[src/rtl/slow_clock_monitor.sv]
// Brings the divided slow game clock back into the 120 kHz domain, ticks on its
// rising edges, measures the period and tracks lock / sticky frequency faults.
`timescale 1ns/1ps

module slow_clock_monitor #(
    parameter int unsigned NOMINAL_PERIOD = 10000,
    parameter int unsigned TOLERANCE      = 100,
    parameter int unsigned LOCK_COUNT     = 4,
    parameter int unsigned SYNC_STAGES    = 2,
    parameter int unsigned CNT_W          = 14
) (
    input  logic             clk_120kHz,
    input  logic             rstn,
    input  logic             enable,
    input  logic             slow_clk_in,
    input  logic             clr_fault,
    output logic             tick,
    output logic [CNT_W-1:0] period,
    output logic             period_valid,
    output logic             locked,
    output logic             err_fast,
    output logic             err_slow
);

    localparam int unsigned GOOD_W = $clog2(LOCK_COUNT + 1);

    localparam logic [CNT_W-1:0] PERIOD_LO   = CNT_W'(NOMINAL_PERIOD - TOLERANCE);
    localparam logic [CNT_W-1:0] PERIOD_HI   = CNT_W'(NOMINAL_PERIOD + TOLERANCE);
    localparam logic [CNT_W-1:0] TIMEOUT_CNT = CNT_W'(NOMINAL_PERIOD + TOLERANCE + 1);
    localparam logic [CNT_W-1:0] CNT_MAX     = {CNT_W{1'b1}};

    typedef enum logic [1:0] {
        IDLE    = 2'd0,
        ACQUIRE = 2'd1,
        LOCKED  = 2'd2,
        FAULT   = 2'd3
    } state_t;

    state_t                 state_q, state_d;
    logic [SYNC_STAGES-1:0] sync_q;
    logic                   edge_q;
    logic [CNT_W-1:0]       cnt_q, cnt_d;
    logic [GOOD_W-1:0]      good_q, good_d;
    logic                   tick_q, tick_d;
    logic [CNT_W-1:0]       period_q, period_d;
    logic                   period_valid_q, period_valid_d;
    logic                   locked_q, locked_d;
    logic                   err_fast_q, err_fast_d;
    logic                   err_slow_q, err_slow_d;

    logic rise_c;
    logic short_c;
    logic long_c;
    logic in_range_c;
    logic timeout_c;

    // Synchroniser and edge flop run regardless of enable so no stale edge appears later.
    always_ff @(posedge clk_120kHz or negedge rstn) begin
        if (!rstn) begin
            sync_q <= '0;
            edge_q <= 1'b0;
        end else begin
            sync_q <= {sync_q[SYNC_STAGES-2:0], slow_clk_in};
            edge_q <= sync_q[SYNC_STAGES-1];
        end
    end

    assign rise_c     = sync_q[SYNC_STAGES-1] & ~edge_q;
    assign short_c    = (cnt_q < PERIOD_LO);
    assign long_c     = (cnt_q > PERIOD_HI);
    assign in_range_c = ~short_c & ~long_c;
    assign timeout_c  = ~rise_c & (cnt_q == TIMEOUT_CNT);

    // State and registered outputs.
    always_ff @(posedge clk_120kHz or negedge rstn) begin
        if (!rstn) begin
            state_q        <= IDLE;
            cnt_q          <= '0;
            good_q         <= '0;
            tick_q         <= 1'b0;
            period_q       <= '0;
            period_valid_q <= 1'b0;
            locked_q       <= 1'b0;
            err_fast_q     <= 1'b0;
            err_slow_q     <= 1'b0;
        end else begin
            state_q        <= state_d;
            cnt_q          <= cnt_d;
            good_q         <= good_d;
            tick_q         <= tick_d;
            period_q       <= period_d;
            period_valid_q <= period_valid_d;
            locked_q       <= locked_d;
            err_fast_q     <= err_fast_d;
            err_slow_q     <= err_slow_d;
        end
    end

    // Next-state, period measurement and fault flags; a set in the same cycle as clr_fault wins.
    always_comb begin
        state_d        = state_q;
        cnt_d          = (cnt_q == CNT_MAX) ? cnt_q : cnt_q + CNT_W'(1);
        good_d         = good_q;
        tick_d         = 1'b0;
        period_d       = period_q;
        period_valid_d = 1'b0;
        err_fast_d     = err_fast_q;
        err_slow_d     = err_slow_q;

        if (!enable) begin
            state_d = IDLE;
            cnt_d   = '0;
            good_d  = '0;
        end else begin
            tick_d = rise_c;
            if (clr_fault) begin
                err_fast_d = 1'b0;
                err_slow_d = 1'b0;
            end
            if (rise_c) begin
                cnt_d = CNT_W'(1);
                if (state_q != IDLE) begin
                    period_valid_d = 1'b1;
                    period_d       = cnt_q;
                end
            end

            case (state_q)
                IDLE: begin
                    if (rise_c) begin
                        state_d = ACQUIRE;
                        good_d  = '0;
                    end
                end
                ACQUIRE: begin
                    if (rise_c) begin
                        if (in_range_c) begin
                            good_d = good_q + GOOD_W'(1);
                            if (good_d == GOOD_W'(LOCK_COUNT)) begin
                                state_d = LOCKED;
                            end
                        end else begin
                            good_d = '0;
                        end
                    end else if (timeout_c) begin
                        state_d = IDLE;
                    end
                end
                LOCKED: begin
                    if (rise_c) begin
                        if (short_c) begin
                            err_fast_d = 1'b1;
                            state_d    = FAULT;
                        end else if (long_c) begin
                            err_slow_d = 1'b1;
                            state_d    = FAULT;
                        end
                    end else if (timeout_c) begin
                        err_slow_d = 1'b1;
                        state_d    = FAULT;
                    end
                end
                FAULT: begin
                    if (clr_fault) begin
                        state_d = IDLE;
                    end
                end
                default: begin
                    state_d = IDLE;
                end
            endcase
        end

        locked_d = (state_d == LOCKED);
    end

    assign tick         = tick_q;
    assign period       = period_q;
    assign period_valid = period_valid_q;
    assign locked       = locked_q;
    assign err_fast     = err_fast_q;
    assign err_slow     = err_slow_q;

endmodule

[config.mk]
export PLATFORM = sky130hd
export DESIGN_NAME = slow_clock_monitor
export DESIGN_NICKNAME = d
export VERILOG_FILES = /design/src/rtl/slow_clock_monitor.sv
export SDC_FILE = /design/constraint.sdc
export NUM_CORES = 1
export LEC_CHECK = 0
export ABC_AREA = 1
export CAP_MARGIN = 20
export CORE_MARGIN = 4
export CORE_UTILIZATION = 59
export CTS_CLUSTER_DIAMETER = 40
export DETAILED_ROUTE_END_ITERATION = 10
export PLACE_DENSITY_LB_ADDON = 0.2
export RECOVER_POWER = 50
export SLEW_MARGIN = 10
export SYNTH_ARGS = -nofsm -noshare
export SYNTH_HDL_FRONTEND = slang
export SYNTH_SLANG_ARGS = --single-unit
[constraint.sdc]
create_clock -name clk_120kHz -period 3.25 [get_ports clk_120kHz]
set_input_delay 0.65 -clock clk_120kHz [delete_from_list [all_inputs] [get_ports clk_120kHz]]
set_output_delay 0.65 -clock clk_120kHz [all_outputs]
set_load 0.02 [all_outputs]
==> impl_metrics.toml, run 1 <==
[grt]
grt_max_degree = 42
grt_antenna_before_repair = 0
grt_usage = 0.212
grt_pass1_wl_um = 7120
grt_overflow = 0
grt_pass1_vias = 1568

[clock_network]
clockBufferDepth = 2
cts.htree.levels = 2
cts_inserted_buffers = 5
root_buffer = "clkbuf_4"
cts_resized = 0
clkTransAtPathRegs_ns = 0.10
hold_buffers = 0
clock_latency_ns = 0.35
cts_setup_buffers = 0
cts_tree = "built"
numClockSinks = 41

[layout]
final_cell_mix = "51 x nand2_1, 41 x dfrtp_1, 34 x nor2_1"
n_antenna_cell = 0
nets = 289
nFillCells = 286
final_common_cell = "nand2_1"
drive_gt1_frac = 0.0789
fin_util = 0.708
area_delta_synth_final_pct = 15.7

[sta]
finalHoldViolations = 0
fmax_ghz = 0.484
rsz0062_at_grt = "no"
relSlewSlack = -0.381
fin_setup_tns_ns = 0
slew_viol_final = 42
setup_viol_count_final = 0
finalCriticalPeriod_ns = 2.06
clock_skew_ns = 0.00717
tightest_slew_ns = 2.07
finalCritPeriodShare = 0.635

[outcome]
violations = "capacitance limit, slew limit"
status = "finished, violations left"

[synthesis]
synth_cells = 251
ys_seq_area_frac = 0.499
ys_ff_latch = 41
synthesis.area_sq_um = 2060
yosys_warnings = 0
synth_fp_nets = 261
synth.distinct_cells = 26
syn-mean-instance-area_sq_um = 8.20

[pwr]
clkPwrFrac = 0.295
combPwrFrac = 0.089
power.internal_uw = 653
vdd_ir_drop_max_uv = 230
power_density_nw_per_um2 = 363
swShare = 0.245
power_leakage_uw = 0.00106
seq_power_share = 0.616
switching_power_uw = 212

[critical_path]
critPathMaxStageDelay_ns = 1.46
cp_slowest_cell = "clkbuf_1"
crit_arrival_ns = 2.12
path_cells = "clkbuf_1"
crit_type = "input port to asynchronous set/reset pin"
crit_fanout = 41
cp-end-kind = "asynchronous set/reset pin"
path_buf_inv = 1
start_kind = "input port"
crit_family = "buffers and inverters"
crit_required_ns = 3.31

[die]
io_pins = 24
die_area_sq_um = 4500
dieWidth_um = 67.0
core_area_sq_um = 3360
die_y_um = 67.0
core.rowCount = 21
initial_core_util = 0.612

[hold_path]
hp-class = "register to register"

[drt]
num_vias = 1745
ant_nets = 0
drt-pass1-iter-count = 4
routedWlPerCell_um = 13.0
wirelength_um = 4230
drc = 0
vias_per_cell = 5.37
drtIter0Drc = 150

[placement]
dpl.hpwl_um = 3180
io_buffer_count = 23
finalWeightedCongestion = 0.856

[flow_run]
max-cap-violations = 1
-- final cells by class --
type / instances / area (sq um) / area share
Clock buffer: 7 / 55.1 / 0.0231
Inverter: 34 / 128 / 0.0536
Tap cell: 46 / 57.6 / 0.0242
Sequential cell: 41 / 1030 / 0.431
Timing Repair Buffer: 23 / 224 / 0.0941
Multi-Input combinational cell: 174 / 890 / 0.374
-- cell usage after synthesis, drive strengths merged --
cell	number	area, sq um
a21oi	7	35.0
a31oi	6	37.5
buf	1	5.00
clkbuf	1	3.75
dfrtp	41	1030
ha	5	62.6
inv	34	128
nand2	55	219
nand3	17	95.1
nand4	5	46.3
nor2	39	171
nor3	8	50.1
nor4	1	6.26
o211ai	1	7.51
o21ai	26	130
o22a	1	8.76
o31ai	1	7.51
o41ai	1	8.76
xnor2	1	8.76
-- stage by stage --
| stage | area [sq um] | cells | hold slack [ns] | power [uW] | worst slack [ns] |
|---|---|---|---|---|---|
| floorplan | 2060 | 251 | 0.331 | 582 | 1.73 |
| global placement | 2330 | 318 | 0.337 | 618 | 1.11 |
| detailed placement | 2330 | 318 | 0.338 | 621 | 1.07 |
| CTS | 2390 | 325 | 0.368 | 871 | 1.26 |
| global route | 2380 | 325 | 0.393 | 907 | 0.784 |
| finish | 2380 | 325 | 0.364 | 865 | 1.19 |
-- layer usage --
| layer | vias to the layer above | GRT usage | share of wire |
|---|---|---|---|
| met1 | 793 | 0.305 | 0.48 |
| met4 | 0 | 0.101 | 0.023 |
| li1 | 877 | - | - |
| met3 | 9 | 0.0371 | 0.064 |
| met2 | 66 | 0.307 | 0.43 |
| met5 | - | 0 | 0 |
-- sequential cells by signal (all words and copies together), names as in the netlist --
register and count:
good_q 3, tick 1, err_slow 1, state_q 2
locked 1, edge_q 1, period 14, err_fast 1
sync_q 2, period_valid 1, cnt_q 14
-- worst paths after layout --
kind                       startpoint         end  slack [ns]  cells after the start
max in group clk_120kHz        enable    cnt_q[9]        1.22                      8
setup / recovery                 rstn  state_q[1]        1.19                      1
hold reg to reg             sync_q[0]   sync_q[1]        0.36                      0
min in group asynchronous        rstn   period[0]        0.88                      1
setup reg to reg             cnt_q[0]    cnt_q[9]        1.46                     10
hold / removal              sync_q[0]   sync_q[1]        0.36                      0
-- kinds of logic (layout without fill, tap and decap cells) --
logic type	count (synthesis)	count (layout)	synth area share
buf+inv	36	64	0.0663
fa+ha+maj	5	5	0.0304
simple gates	125	125	0.286
xor+xnor	1	1	0.00426
flops	41	41	0.499
compound gates	43	43	0.114
-- power by group through the flow --
stage	sequential (uW)	combinational, uW	clock, uW
after floorplan	550	31.3	0
after global placement	542	76.1	0
after detailed placement	543	78.1	0
after CTS	533	78.2	260
after global routing	536	86.7	285
final	533	76.9	255
Power figures use the tool's default switching activity.
==> run 2, diff against run 1 <==
- CORE_UTILIZATION: 59 -> 50
- clock period: 3.25 -> 1.8 ns (I/O delays scaled with it)
==> impl_metrics.toml, run 2 (synthesis results as in run 1) <==
[outcome]
status = "completed"

[die]
initial_core_util = 0.514
core_area_sq_um = 4000
die_area_sq_um = 5200
dieWidth_um = 72.1
io_pins = 24
core.rowCount = 23
die_y_um = 72.1

[sta]
finalHoldViolations = 0
setup_viol_count_final = 0
finalCriticalPeriod_ns = 1.66
slew_viol_final = 0
fin_setup_tns_ns = 0
relSlewSlack = 0.370
tightest_slew_ns = 0.945
clock_skew_ns = 0.00325
rsz0062_at_grt = "no"
fmax_ghz = 0.604
finalCritPeriodShare = 0.920

[critical_path]
cp_slowest_cell = "dfrtp_1"
crit_top_cell = "nor2_2"
start_kind = "register"
reg2reg_depth = 9
crit_arrival_ns = 1.87
crit_fanout = 9
crit_required_ns = 2.01
critPathMaxStageDelay_ns = 0.41
crit_type = "register to register"
path_cells = "ha_1 > inv_1 > nor2_2 > nand2_2 > nor2_4 > nand4_4 > inv_2 > nor2_2 > a31oi_1"
cp-end-kind = "register"

[drt]
drtIter0Drc = 146
wirelength_um = 4480
routedWlPerCell_um = 13.2
ant_nets = 0
wl_met2_um = 2010
wl_met3_um = 282
wl_met1_um = 2130
num_vias = 1801
drt-pass1-iter-count = 4
routed.top_layer = "met4"
vias_per_cell = 5.30
drc = 0

[clock_network]
clock_latency_ns = 0.29
root_buffer = "clkbuf_8"
cts.htree.levels = 2
clockBufferDepth = 2
cts_inserted_buffers = 5
clkTransAtPathRegs_ns = 0.08
numClockSinks = 41
cts_tree = "built"

[grt]
grt_pass1_vias = 1798
grt_usage = 0.193
grt_pass1_wl_um = 8000
grt_overflow = 0
grt_antenna_before_repair = 0
grt_max_degree = 29

[layout]
nets = 299
final_cell_mix = "50 x nand2_1, 41 x dfrtp_1, 33 x nor2_1"
final_common_cell = "nand2_1"
n_antenna_cell = 0
drive_gt1_frac = 0.124
fin_cells = 340
area_delta_synth_final_pct = 23.4

[pwr]
power_density_nw_per_um2 = 781
vdd_ir_drop_max_uv = 574
power_leakage_uw = 0.00113

[placement]
placedCellCount = 331
io_buffer_count = 23
finalWeightedCongestion = 0.986
dpl.hpwl_um = 3550

[flow_run]
max-cap-violations = 0

[hold_path]
hp-class = "register to register"
whs_path_depth = 0
[run 2: cell count changes in the layout (fill, tap and decap cells not counted), sizes merged]
cell,previous run,this run
buf,0,8
bufinv,0,2
clkbuf,8,7
clkdlybuf4s50,20,21
clkinv,0,1
[run 2: metrics by stage]
step | worst slack [ns] | area, sq um | hold WS (ns) | power (uW) | util
after global placement | 0.117 | 2400 | 0.301 | 1140 | 0.601
final | 0.143 | 2540 | 0.358 | 1980 | 0.635
after CTS | 0.151 | 2550 | 0.362 | 2000 | 0.637
after detailed placement | 0.0992 | 2400 | 0.303 | 1140 | 0.601
after global routing | 0.0106 | 2540 | 0.370 | 2060 | 0.635
after floorplan | 0.280 | 2060 | 0.0644 | 1050 | -
[run 2: power breakdown]
| group | total, uW | leakage (uW) | switching, uW | internal [uW] |
|---|---|---|---|---|
| registers | 962 | 0.000560 | 16.9 | 945 |
| clock network | 860 | 0.0000681 | 309 | 551 |
| logic | 162 | 0.000502 | 96.7 | 65.0 |
| total | 1980 | 0.00113 | 423 | 1560 |
[run 2: per-layer routing]
layer	GRT usage	up-vias
li1	-	893
met1	0.267	835
met2	0.300	66
met3	0.0457	7
met4	0.0605	0
met5	0	-
[run 2: cell type report]
| type | instances | area, sq um |
|---|---|---|
| fillers | 354 | 1460 |
| flip-flops and latches | 41 | 1030 |
| multi-input cells | 174 | 890 |
| repair buffers | 33 | 299 |
| inverters | 34 | 128 |
| clock buffers | 5 | 68.8 |
| clock inverters | 3 | 65.1 |
| well taps | 50 | 62.6 |
[run 2: what timing repair did]
item / CTS / global route
setup buffers: 0 / 0
hold buffers: 1 / 0
endpoints found under the hold margin: 17 / 0
setup endpoints to repair: 0 / 3
gates resized for setup: 0 / 3
[run 2: path summary, 6_finish.rpt]
kind / from / endpoint / slack, ns
setup / recovery: cnt_q[1] / cnt_q[11] / 0.14
hold / removal: sync_q[0] / sync_q[1] / 0.36
setup reg to reg: cnt_q[1] / cnt_q[11] / 0.14
hold reg to reg: sync_q[0] / sync_q[1] / 0.36
max in group asynchronous: rstn / period[11] / 0.27
min in group asynchronous: rstn / period[13] / 0.72
[run 2: worst max-delay path, delay by kind of cell (launching register included)]
kind | cells | cell delay [ns]
simple gates | 5 | 0.65
fa+ha+maj | 1 | 0.19
compound gates | 1 | 0.15
buf+inv | 2 | 0.17
flops | 1 | 0.41
